## config.mk

```make
export PLATFORM = sky130hd
export DESIGN_NAME = quant_relu_wb
export DESIGN_NICKNAME = d
export VERILOG_FILES = /design/src/rtl/quant_relu_wb_pkg.sv /design/src/rtl/quant_relu_unit.sv /design/src/rtl/quant_relu_wb.sv
export SDC_FILE = /design/constraint.sdc
export NUM_CORES = 1
export LEC_CHECK = 0
export BUFFER_PORTS_ARGS = -buffer_cell sky130_fd_sc_hd__buf_4
export CORE_MARGIN = 3
export CORE_UTILIZATION = 45
export DETAILED_ROUTE_END_ITERATION = 8
export PLACE_DENSITY = 0.74
export SLEW_MARGIN = 25
export SYNTH_ARGS = -nofsm -noshare
export SYNTH_HDL_FRONTEND = slang
export SYNTH_SLANG_ARGS = --single-unit
```

## constraint.sdc

```tcl
create_clock -name clk -period 2.55 [get_ports clk]
set_clock_uncertainty 0.1 [all_clocks]
set_input_delay 0.255 -clock clk [delete_from_list [all_inputs] [get_ports clk]]
set_output_delay 0.255 -clock clk [all_outputs]
set_load 0.01 [all_outputs]
```

## src/rtl/quant_relu_wb_pkg.sv

```systemverilog
// Shared types and defaults for the quantize/ReLU/write-back block.
//   qwb_states_t : write-back FSM states
//   QWB_ACC_W    : default signed accumulator width of incoming AC3 results
//   QWB_ACT_W    : default unsigned activation width written to memory
package quant_relu_wb_pkg;

  typedef enum logic [1:0] {
    COLLECT = 2'd0,
    READY   = 2'd1,
    WRITE   = 2'd2,
    DONE    = 2'd3
  } qwb_states_t;

  localparam int QWB_ACC_W = 24;
  localparam int QWB_ACT_W = 8;

endpackage

```

## src/rtl/quant_relu_unit.sv

```systemverilog
// Combinational quantizer: arithmetic right shift with optional rounding,
// ReLU clamp at zero, and saturation to an unsigned ACT_W-bit activation.
// Build option: QUANT_ROUND_EN defined -> round half up, else truncate (floor).
// Ports:
//   x   in  ACC_W  signed accumulator value
//   s   in  SHW    shift amount
//   q   out ACT_W  quantized activation
//   sat out 1      result was clipped at the activation maximum
module quant_relu_unit
  import quant_relu_wb_pkg::*;
#(
  parameter int ACC_W = QWB_ACC_W,
  parameter int ACT_W = QWB_ACT_W,
  parameter int SHW   = 5
) (
  input  logic signed [ACC_W-1:0] x,
  input  logic        [SHW-1:0]   s,
  output logic        [ACT_W-1:0] q,
  output logic                    sat
);

  localparam logic signed [ACC_W:0] Q_MAX = (ACC_W+1)'((1 << ACT_W) - 1);

  // One guard bit so that adding the rounding term to the largest positive
  // accumulator value cannot wrap negative.
  logic signed [ACC_W:0] x_ext;
  logic signed [ACC_W:0] rnd;
  logic signed [ACC_W:0] sum;
  logic signed [ACC_W:0] shifted;

  always_comb begin
    x_ext = {x[ACC_W-1], x};
`ifdef QUANT_ROUND_EN
    rnd = (s != '0) ? ((ACC_W+1)'(1) << (s - 1'b1)) : '0;
`else
    rnd = '0;
`endif
    sum     = x_ext + rnd;
    shifted = sum >>> s;
    sat     = 1'b0;
    if (shifted < 0) begin
      q = '0;
    end else if (shifted > Q_MAX) begin
      q   = Q_MAX[ACT_W-1:0];
      sat = 1'b1;
    end else begin
      q = shifted[ACT_W-1:0];
    end
  end

endmodule

```

## src/rtl/quant_relu_wb.sv

```systemverilog
// Quantizes AC3 results into a NUM_FIL-entry buffer, flags the completed set
// with done_quant, then streams the set to activation memory on wb & act_wb and
// pulses relu_done once the last entry is written.
// Build option: QUANT_ROUND_EN (rounding in quant_relu_unit).
// Handshake: an entry is written to memory in every WRITE cycle where wb and
// act_wb are both high (mem_we=1); with either low the stream pauses and
// rd_ptr holds, so no entry is skipped or repeated.
// Ports:
//   clk, rst              clock, async active-high reset
//   cl_en_gen             synchronous clear of pointers, state, flags
//   valid_ac3, ac3_data   incoming AC3 result
//   shift_amt             quantization shift
//   base_addr             write-back base, latched when the set completes
//   wb, act_wb            write-back enable / qualifier
//   done_quant            buffer holds a full quantized set
//   relu_done             one-cycle pulse after the last write
//   mem_we/addr/wdata     activation memory write port (0 when idle)
//   ovf_flag, ovr_err     sticky saturation / dropped-input flags
//   fsm_state             current FSM state (debug)
module quant_relu_wb
  import quant_relu_wb_pkg::*;
#(
  parameter int NUM_FIL = 4,
  parameter int ACC_W   = QWB_ACC_W,
  parameter int ACT_W   = QWB_ACT_W,
  parameter int ADDR_W  = 10,
  parameter int SHW     = 5
) (
  input  logic                    clk,
  input  logic                    rst,
  input  logic                    cl_en_gen,
  input  logic                    valid_ac3,
  input  logic signed [ACC_W-1:0] ac3_data,
  input  logic        [SHW-1:0]   shift_amt,
  input  logic        [ADDR_W-1:0] base_addr,
  input  logic                    wb,
  input  logic                    act_wb,
  output logic                    done_quant,
  output logic                    relu_done,
  output logic                    mem_we,
  output logic        [ADDR_W-1:0] mem_addr,
  output logic        [ACT_W-1:0] mem_wdata,
  output logic                    ovf_flag,
  output logic                    ovr_err,
  output qwb_states_t             fsm_state
);

  localparam int PTR_W = (NUM_FIL > 1) ? $clog2(NUM_FIL) : 1;
  localparam logic [PTR_W-1:0] LAST = PTR_W'(NUM_FIL - 1);

  qwb_states_t       state;
  logic [PTR_W-1:0]  wr_ptr;
  logic [PTR_W-1:0]  rd_ptr;
  logic [ACT_W-1:0]  buf_mem [NUM_FIL];
  logic [ADDR_W-1:0] base_q;
  logic [ACT_W-1:0]  q;
  logic              sat;
  logic              wr_go;

  quant_relu_unit #(
    .ACC_W (ACC_W),
    .ACT_W (ACT_W),
    .SHW   (SHW)
  ) u_quant (
    .x   (ac3_data),
    .s   (shift_amt),
    .q   (q),
    .sat (sat)
  );

  // Write port is purely a function of state/regs so an async reset kills an
  // in-flight write in the same cycle.
  assign wr_go     = (state == WRITE) && wb && act_wb;
  assign mem_we    = wr_go;
  assign mem_addr  = wr_go ? base_q + ADDR_W'(rd_ptr) : '0;
  assign mem_wdata = wr_go ? buf_mem[rd_ptr] : '0;
  assign fsm_state = state;

  always_ff @(posedge clk or posedge rst) begin
    if (rst) begin
      state      <= COLLECT;
      wr_ptr     <= '0;
      rd_ptr     <= '0;
      base_q     <= '0;
      done_quant <= 1'b0;
      relu_done  <= 1'b0;
      ovf_flag   <= 1'b0;
      ovr_err    <= 1'b0;
      for (int i = 0; i < NUM_FIL; i++) buf_mem[i] <= '0;
    end else if (cl_en_gen) begin
      state      <= COLLECT;
      wr_ptr     <= '0;
      rd_ptr     <= '0;
      done_quant <= 1'b0;
      relu_done  <= 1'b0;
      ovf_flag   <= 1'b0;
      ovr_err    <= 1'b0;
    end else begin
      relu_done <= 1'b0;
      // Results arriving while a set is held or draining are dropped.
      if (valid_ac3 && state != COLLECT) ovr_err <= 1'b1;
      case (state)
        COLLECT: begin
          if (valid_ac3) begin
            buf_mem[wr_ptr] <= q;
            if (sat) ovf_flag <= 1'b1;
            if (wr_ptr == LAST) begin
              state      <= READY;
              base_q     <= base_addr;
              done_quant <= 1'b1;
              wr_ptr     <= '0;
            end else begin
              wr_ptr <= wr_ptr + 1'b1;
            end
          end
        end
        READY: begin
          if (wb && act_wb) begin
            state  <= WRITE;
            rd_ptr <= '0;
          end
        end
        WRITE: begin
          if (wr_go) begin
            if (rd_ptr == LAST) begin
              state      <= DONE;
              done_quant <= 1'b0;
              relu_done  <= 1'b1;
              rd_ptr     <= '0;
            end else begin
              rd_ptr <= rd_ptr + 1'b1;
            end
          end
        end
        DONE: begin
          state  <= COLLECT;
          wr_ptr <= '0;
          rd_ptr <= '0;
        end
        default: state <= COLLECT;
      endcase
    end
  end

endmodule
```

Word-level counts from Yosys, hierarchy flattened
Cells that the tools add are included.

Flip-flop bits (word level): 52. Word-level logic and storage cells: 99. Latch bits: 0. Output and inout port bits: 25. Memory bits (read-only): 0. Memories: 0. Bits of input ports: 45. Memory bits (writable): 0.

Reduce and logical (&&, ||, !) cells: 21. Add/subtract/negate cells: 3. Bitwise operators: 3. Div/mod/pow operators: 0. Order comparisons: 5. Shift-type cells: 1. Multiply operators: 0. Muxes and demuxes: 44. Equality and inequality tests: 10.

Operator list (count): 2-to-1 mux 8 bit (6); bitwise mux 32 bit (1); 2-to-1 mux 2 bit (13); greater-than comparator 25 x 9 -> 1 bit (second input constant) (1); < comparator 25 x 1 -> 1 bit (second input constant) (1); >>> shifter 24 x 5 -> 25 bit (1); 2-to-1 mux 1 bit (17); binary-select mux 8 bit (select 2 bit) (1); demux 8 bit (select 2 bit) (1); inequality test 3 bit (second input constant) (4); adder 10 x 2 -> 10 bit (1); 2-to-1 mux 10 bit (1); AND reduction 5 bit (2); nonzero test 2 bit (5); AND reduction 3 bit (3); == test 2 bit (second input constant) (4); one-hot mux 2 bit (4 select lines) (1); >= comparator 3 bit (second input constant) (2); inverter 2 -> 3 bit (2); one-hot mux 2 bit (3 select lines) (1); nonzero test 3 bit (2); logical AND 1 bit (5); adder 2 x 1 -> 2 bit (second input constant) (2); one-hot mux 2 bit (2 select lines) (1); other kinds (9) (9).

Longest topological paths before layout
Gate-level depths: netlist of run 1.

Depth in word-level cells: 8. Mapped depth: 11. Gate-level depth less buffers: 7.

By module
A second synthesis of run 1 with hierarchy kept.

Cell total of the unflattened synthesis: 390. Area total of the unflattened synthesis: 4129.0 sq um.

Modules (own cells, without submodules): quant_relu_wb (seq. area each 1301.2 sq um, instances 1, cells an instance 205, area each 2730.1 sq um); quant_relu_unit (seq. area each 0.0 sq um, instances 1, cells an instance 185, area each 1398.8 sq um).

Least setup slack after synthesis of run 1
OpenSTA, ideal clock, no wires.

Kind: in2reg. Start point: in shift_amt[1]. End point: reg buf_mem[13] in the netlist's numbering. Cell stages on the path: 9. Slack: 225 ps. Setup time: 126 ps. Arrival: 2100 ps. Buffers on the path: 3. Data required time: 2324 ps. Path through: buf_2 -> buf_4 -> buf_2 -> mux4_2 -> mux4_2 -> nand2_1 -> a21oi_1 -> nor2_1 -> a21oi_1.

Longest elaborated chain between the ends: 5. Elaborated cells on any way between the ends: 6. Classes of those cells: order compare (2); shift (1); mux (3).

Ends and longest elaborated chain: start, declared (line quant_relu_wb.sv:34) `input logic [SHW-1:0] shift_amt,`; >>> shifter 24 x 5 -> 25 bit * (line quant_relu_unit.sv:39) `shifted = sum >>> s;`; greater-than comparator 25 x 9 -> 1 bit (line quant_relu_unit.sv:43) `end else if (shifted > Q_MAX) begin`; 2-to-1 mux 8 bit (line quant_relu_unit.sv:43); 2-to-1 mux 8 bit * (line quant_relu_unit.sv:41) `if (shifted < 0) begin`; bitwise mux 32 bit * (line quant_relu_wb.sv:105) `buf_mem[wr_ptr] <= q;`; end signal, assigned by index (line quant_relu_wb.sv:105); end, declared (line quant_relu_wb.sv:54) `logic [ACT_W-1:0] buf_mem [NUM_FIL];`.

Every way passes the cells marked *; elsewhere a longest branch is shown, timed or not. A chain may end at the register's enable or synchronous reset.

Worst setup path in the final report of run 1
Start point: reg rd_ptr[0]. End point: out mem_addr[6].

Longest elaborated chain between the ends: 2.

Ends and longest elaborated chain: start, declared (line quant_relu_wb.sv:53) `logic [PTR_W-1:0] rd_ptr;`; start signal, assigned (line quant_relu_wb.sv:131) `rd_ptr <= rd_ptr + 1'b1;`; adder 10 x 2 -> 10 bit (line quant_relu_wb.sv:75) `assign mem_addr = wr_go ? base_q + ADDR_W'(rd_ptr) : '0;`; 2-to-1 mux 10 bit (line quant_relu_wb.sv:75); end, declared (line quant_relu_wb.sv:41) `output logic [ADDR_W-1:0] mem_addr,`.

Every way passes these cells.

==> key figures, run 1 <==
Critical path
  • FF-to-FF setup slack: 0.28 ns
  • Stages on the worst setup path: 6
  • CP max stage cell: dfrtp_1
  • Crit end category: output port
  • Required time worst endpoint: approximately 2.2 ns
  • Crit-path cells: ha_1 -> fa_1 -> nand3_1 -> or3_1 -> a21oi_1 -> buf_4
  • CP delay by family, top: simple AND/OR/NAND/NOR gates
  • Crit path kind: reg -> out
  • Worst R2R Path Depth: 8
  • Worst-path fanout max: 5
  • CP Data Arrival Time: 1.99 ns
  • Reg2reg start: fsm_state[0]
  • Buf/Inv on CP: 1
  • Startpoint Class: flip-flop
  • RR Endpoint: buf_mem[0]
  • Critical Path Max Stage Delay: about 0.4 ns

Floorplanning
  • # IOs: 70
  • Rows: 33
  • Die Wd: around 100 um
  • Core area: about 0.0084 mm2
  • DIE AREA: 0.0101 mm2
  • Die height: 100 um
  • Initial Utilization: 47.7%

Drt
  • Final WL: 10.3 mm
  • Vias: ~3.6k
  • Post-route ant nets: 0
  • # DRC: 0
  • Drt initial violations: 161
  • Wire per inst: 16.8 um
  • Vias per cell: 5.88
  • DR pass1 iterations: 4

Power and ir drop
  • Switching Share: 33.3%
  • Flop pwr share: 46.6%
  • PwrDens: 589 mW/mm2
  • Static Leakage: 2.15 nW
  • Power, Total: 2.81 mW
  • Clock power share: around 20%
  • P_int: 1.88 mW
  • Max IR drop VDD: 266 uV
  • Comb pwr share: 33.2%
  • Net Switching: 0.936 mW

Clocking
  • Worst-Skew Late Latency: around 0.3 ns
  • Clk buf depth: 2
  • Clk slew on worst S/H paths: 0.09 ns
  • Post-CTS setup buffers: 0
  • CTS Sinks: 52
  • Number of CTS-inserted buffers: 5
  • CTS root buf: clkbuf_8
  • CTS tree: done
  • H-tree Lvls: 2

Cells and area
  • N_diodes: 0
  • Final net count: 565
  • Layout cells sized above 1: 26.9%
  • Most frequent cells in the layout: buf_4 (86), nor2_1 (74), nand2_1 (56)
  • Most common cell after layout, fill and taps aside: buf_4
  • Area grow syn2layout: 18.9%

Global routing
  • Tot GR Track Use: 21.2%
  • Largest net degree at the start of global routing: 53
  • Total congestion overflow: 0
  • Vias in the first global route: ~3.6k
  • First-pass GRT wire length: 17.4 mm
  • Antenna violations before repair: 0

Placed design
  • RD Place Congestion: 0.937
  • HPWL after detailed placement: 7.82 mm
  • Port bufs: 69

Synth
  • Cells after Synth: 443
  • Sequential share of the synthesized area: 32.4%
  • Synthesis-stage register bit count: 52
  • Synth warnings: 0
  • Top_reg_cell synth: dfrtp_1
  • Syn_nets: 500
  • Asr flop ratio synth: 100%
  • EDFF count, synth: 0
  • Mapped Area: roughly 0.004 mm2
  • Syn Area/Cell: between 9 and 10 um2
  • Cell variety after synth: 53

Run
  • Max cap viols: 0

Run status
  • Status: finished clean

STA
  • Final hold slack: 0.0249 ns
  • Setup TNS: 0 ns
  • Final Hold Fails: 0
  • Slew @ Worst Pin: 0.666 ns
  • Final Cycle Share: 91.9%
  • Min Clock Period, post-route: 2.34 ns
  • Relative slew slack: about 56%
  • RSZ-0062 raised after global routing: false
  • Final Slew Violations: 0
  • Final setup fails: 0
  • FMAX: 427 MHz

Worst hold path
  • Hold Crit Class: in -> async
-- kinds of logic after synthesis --
kind of cell             after synthesis  share of synthesized area, %
AO/OA/AOI/OAI                         89                          13.5
XOR/XNOR                               6                          1.31
adder cells (fa/ha/maj)               12                          3.92
buffers and inverters                 44                          5.14
flip-flops                            52                          32.4
multiplexers                          54                          22.8
AND/OR/NAND/NOR                      186                          21.0
-- tightest hold or removal path, delay by kind of cell --
family | cells | cell delay (ns)
buffers and inverters | 3 | 0.67
-- worst max-delay path by stage --
stage,slack [ns],start,end
floorplan,0.22,shift_amt[1],buf_mem[13]
global placement,0.1,shift_amt[1],buf_mem[30]
detailed placement,0.02,shift_amt[1],buf_mem[30]
CTS,0.20,rd_ptr[0],mem_addr[6]
global route,0.02,fsm_state[0],buf_mem[3]
finish,0.21,rd_ptr[0],mem_addr[6]
-- area by class of cell --
type	count	area, um2
clock buffers	5	68.8
clock inverters	3	42.5
fillers	731	3640
inverters	15	56.3
multi-input cells	347	2510
flip-flops and latches	52	1300
well taps	105	131
repair buffers	87	666
-- registers in the layout, summed over array words and instances, names as in the netlist --
signal	cells
ovr_err	1
ovf_flag	1
relu_done	1
buf_mem	32
base_q	10
wr_ptr	2
done_quant	1
rd_ptr	2
fsm_state	2
-- Yosys cell counts, types with 3 or more instances --
| library cell | count | area [um2] |
|---|---|---|
| mux2i_1 | 16 | 160 |
| nor3_1 | 4 | 20.0 |
| or3_1 | 5 | 31.3 |
| nand3_1 | 6 | 30.0 |
| clkbuf_1 | 12 | 45.0 |
| a31oi_1 | 7 | 43.8 |
| nor2_1 | 74 | 278 |
| buf_2 | 6 | 30.0 |
| mux2_2 | 9 | 101 |
| ha_1 | 11 | 138 |
| xor2_1 | 3 | 26.3 |
| nand2b_1 | 3 | 18.8 |
| and2_1 | 15 | 93.8 |
| dfrtp_1 | 52 | 1300 |
| buf_1 | 4 | 15.0 |
| buf_4 | 5 | 37.5 |
| xnor2_1 | 3 | 26.3 |
| inv_1 | 15 | 56.3 |
| a21oi_1 | 39 | 195 |
| nand2_1 | 57 | 214 |
| mux4_2 | 29 | 653 |
| nor2b_1 | 6 | 37.5 |
| nor4_1 | 3 | 18.8 |
| o31ai_1 | 4 | 30.0 |
| nor3b_1 | 4 | 30.0 |
| o21ai_0 | 15 | 75.1 |
-- layer usage --
metal / share of wire (%) / vias to the layer above / GRT usage [%]
li1: - / 1717 / -
met1: 41 / 1751 / 27.2
met2: 51 / 125 / 37.3
met3: 5.4 / 20 / 2.91
met4: 2.1 / 0 / 6.11
met5: 0 / - / 0
-- what timing repair did --
item	in CTS	in global routing
hold endpoints to repair	0	0
hold buffers	0	0
gates resized for setup	0	1
endpoints found under the setup margin	0	4
-- per-stage QoR --
step / utilization [%] / instance area, um2 / instances / worst slack (ns)
floorplan: - / 4020 / 443 / 0.225
global placement: 55.4 / 4660 / 606 / 0.0979
detailed placement: 55.4 / 4660 / 606 / 0.0199
CTS: 56.7 / 4780 / 614 / 0.196
global route: 56.7 / 4780 / 614 / 0.0214
finish: 56.7 / 4780 / 614 / 0.206
-- power by group through the flow --
stage               sequential [mW]  clock (mW)  combinational (mW)
CTS                            1.31       0.578               0.940
finish                         1.31       0.566               0.935
detailed placement             1.32           0               0.935
global route                   1.35       0.614                1.06
global placement               1.30           0               0.892
floorplan                      1.27           0               0.687
(Power assumes the default switching activity.)
==> run 2: changes to the inputs <==
Settings changed: ABC_AREA set to 1, CORE_ASPECT_RATIO set to 1.25, PLACE_DENSITY 0.74 to 0.75.
==> key figures, run 2 <==
Clocking
  • CTS Sinks: 52 (unchanged)
  • H-tree Lvls: 2 (unchanged)
  • CTS tree: done
  • Number of CTS-inserted buffers: 5 (unchanged)
  • CTS root buf: clkbuf_8
  • Clk buf depth: 2 (unchanged)
  • Clk slew on worst S/H paths: 0.11 ns (+0.02 ns)
  • CTS hold repair buffers: 0 (unchanged)
  • Worst-Skew Late Latency: 0.31 ns (about the same)

Critical path
  • CP delay by family, top: simple AND/OR/NAND/NOR gates
  • Crit end category: output port
  • Required time worst endpoint: 2.19 ns (about the same)
  • CP Data Arrival Time: 2.09 ns (+0.10 ns)
  • Startpoint Class: flip-flop
  • Worst R2R Path Depth: 10 (+2)
  • Crit path kind: reg -> out
  • Buf/Inv on CP: 2 (+1)
  • Crit-path cells: ha_1 -> nand3_1 -> nand2_1 -> nand2_2 -> nor2_4 -> nand2_2 -> nor2_2 -> nand2_1 -> inv_2 -> nand2_1 -> o21ai_1 -> a21oi_1 -> buf_4
  • Critical Path Max Stage Delay: 0.42 ns (+0.03 ns)
  • Worst path most repeated cell: nand2_1
  • Stages on the worst setup path: 13 (+7)
  • Worst-path fanout max: 3 (-2)
  • CP max stage cell: dfrtp_1

Floorplanning
  • Core area: 0.00824 mm2 (-2.2%)
  • # IOs: 70 (unchanged)
  • Die height: 109 um (+8.6%)
  • Initial Utilization: 46.5% (-1.2 points)
  • Rows: 37 (+12%)
  • DIE AREA: 0.00966 mm2 (-4.3%)
  • Die Wd: 88.5 um (-12%)

Synth
  • Synth warnings: 0 (unchanged)
  • Cells after Synth: 611 (+38%)
  • Area contributors post-synth: dfrtp_1 (34%), nand2_1 (24%), nand3_1 (7.3%)
  • Cell variety after synth: 27 (-49%)
  • Asr flop ratio synth: 100% (unchanged)
  • Top_reg_cell synth: dfrtp_1
  • Most common cell in the netlist: nand2_1
  • Xor/xnor cell area share of the yosys netlist: 0% (-1.3 points)
  • Synth Area in Simple Gates: 42.2% (+21 points)
  • Adder-cell share of the synthesized area: 4.12% (+0.19 points)
  • Post-synth top area share: 34.0% (+1.6 points)
  • Largest family of logic cells by synthesized area: simple AND/OR/NAND/NOR gates
  • Post-synthesis mux area share: 0% (-23 points)
  • Syn Area/Cell: 6.27 um2 (-31%)
  • Synth cell count leaders: nand2_1 (247), nor2_1 (65), nand3_1 (56)
  • Syn_nets: 668 (+34%)
  • Sequential share of the synthesized area: 34.0% (+1.6 points)
  • Post-synthesis compound-gate area fraction: 12.3% (-1.1 points)
  • Synthesis-stage register bit count: 52 (unchanged)
  • Mapped Area: 0.00383 mm2 (-4.7%)
  • Yosys top cell by area: dfrtp_1
  • EDFF count, synth: 0 (unchanged)

Drt
  • Vias per cell: 5.42 (-7.9%)
  • Vias: 4183 (+16%)
  • DR pass1 iterations: 6 (+2)
  • # DRC: 0 (unchanged)
  • Wire per inst: 13.6 um (-19%)
  • Post-route ant nets: 0 (unchanged)
  • Final WL: 10.5 mm (+1.8%)
  • Drt initial violations: 340 (+110%)

Cells and area
  • N_diodes: 0 (unchanged)
  • Filler cells: 819 (+12%)
  • Layout cells sized above 1: 17.0% (-9.9 points)
  • Final core utilization: 55.4% (-1.3 points)
  • Final net count: 731 (+29%)
  • Largest register FFs: 32 (unchanged)
  • Most frequent cells in the layout: nand2_1 (245), buf_4 (78), nor2_1 (61)
  • Area grow syn2layout: 19.2%
  • Most common cell after layout, fill and taps aside: nand2_1
  • Reg with most FFs: buf_mem
  • Design Area, Final: 0.00456 mm2 (-4.5%)
  • Biggest regs: buf_mem x32, base_q x10

Placed design
  • Area after DPL: 0.00441 mm2 (-5.5%)
  • RD Place Congestion: 0.856 (-8.6%)
  • Pre-CTS WS: 0.336 ns (+0.316 ns)
  • Port bufs: 69 (unchanged)
  • HPWL after detailed placement: 7.75 mm (-0.88%)

STA
  • Final WS setup: 0.105 ns (-0.100 ns)
  • Final hold slack: 0.0151 ns (-0.00970 ns)
  • Final Cycle Share: 95.9% (+3.9 points)
  • Final setup fails: 0 (unchanged)
  • Final Slew Violations: 0 (unchanged)
  • FMAX: 409 MHz (-4.1%)
  • Setup TNS: 0 ns (unchanged)
  • Relative slew slack: 55.6% (about the same)
  • Slew @ Worst Pin: 0.666 ns (+0.000701 ns)
  • Final Hold Fails: 0 (unchanged)
  • Min Clock Period, post-route: 2.44 ns (+0.100 ns)

Run status
  • Status: finished clean

Run
  • Max cap viols: 0 (unchanged)

Worst hold path
  • Hold Crit Class: in -> async

Power and ir drop
  • PwrDens: 722 mW/mm2 (+23%)
  • Max IR drop VDD: 283 uV (+6.2%)
  • Static Leakage: 2.44 nW (+14%)

Global routing
  • GR peak layer: met2
  • M1 GR Usage: 27.7% (+0.49 points)
  • Antenna violations before repair: 0 (unchanged)
  • First-pass GRT wire length: 17.5 mm (+0.44%)
  • Vias in the first global route: 3962 (+10%)
  • Met2 Usage GRT: 40.1% (+2.7 points)
  • Largest net degree at the start of global routing: 53 (unchanged)
  • Tot GR Track Use: 22.6% (+1.4 points)
  • Met3 usage: 2.87% (-0.034 points)
  • Total congestion overflow: 0 (unchanged)
run 2: changes by cell type in the layout (fill, tap and decap cells not counted), moves of 8 or more:
| cell | previous run | this run |
|---|---|---|
| and2_1 | 15 | 0 |
| a21oi_1 | 39 | 20 |
| mux4_2 | 29 | 0 |
| mux2i_1 | 16 | 0 |
| o21ai_0 | 15 | 50 |
| nand2_2 | 1 | 14 |
| mux2_2 | 9 | 0 |
| nor2_1 | 74 | 61 |
| nand3_1 | 6 | 56 |
| inv_1 | 14 | 36 |
| buf_4 | 86 | 78 |
| nand2_1 | 56 | 245 |
run 2: path summary, 6_finish.rpt:
path / start / to / slack [ns]
worst max-delay path: base_q[1] / mem_addr[9] / 0.11
worst min-delay path: rst / buf_mem[0] / 0.02
worst max register to register: fsm_state[0] / buf_mem[8] / 0.36
worst min register to register: buf_mem[4] / buf_mem[4] / 0.38
max in group asynchronous: rst / buf_mem[15] / 1.90
min in group clk: base_addr[2] / base_q[2] / 0.03
run 2: timing repair:
item,4_1_cts,5_1_grt
endpoints found under the setup margin,0,3
setup buffers,0,2
endpoints found under the hold margin,0,0
gates resized for setup,0,12
run 2: routing by layer:
metal	up-vias	share of wire, %
met3	23	4.0
met1	1951	42
met5	-	0
li1	2080	-
met4	0	2.5
met2	129	51
run 2: power by group:
part,internal [mW],switching (mW)
sequential,1.17,0.229
clock,0.297,0.297
combinational,0.507,0.792
total,1.98,1.32
run 2: cell type report:
type	count	area, um2	area share [%]
inverter	43	161	3.54
clock buffer	6	72.6	1.59
clock inverter	2	38.8	0.850
timing repair buffer	79	597	13.1
tap	97	121	2.66
multi-input combinational	493	2270	49.8
sequential	52	1300	28.5
run 2: cells by family after synthesis:
kind of cell / after synthesis
AOI/OAI and AO/OA: 87
DFF: 52
and+or+nand+nor: 394
buffers and inverters: 66
adders and majority gates: 12
run 2: metrics by stage:
stage / instances / total power [mW]
global route: 772 / 3.58
detailed placement: 762 / 2.68
CTS: 770 / 3.27
floorplan: 611 / 2.27
global placement: 762 / 2.63
finish: 772 / 3.30
run 2: worst register-to-register path: stages, from the launching register on:
cell and delay [ns]:
dfrtp_1 0.45, inv_1 0.14, ha_1 0.17, inv_1 0.06
nor2_1 0.15, inv_1 0.05, nor2_1 0.18, nand2_1 0.29
inv_1 0.36, nand2_1 0.10, nand2_1 0.07
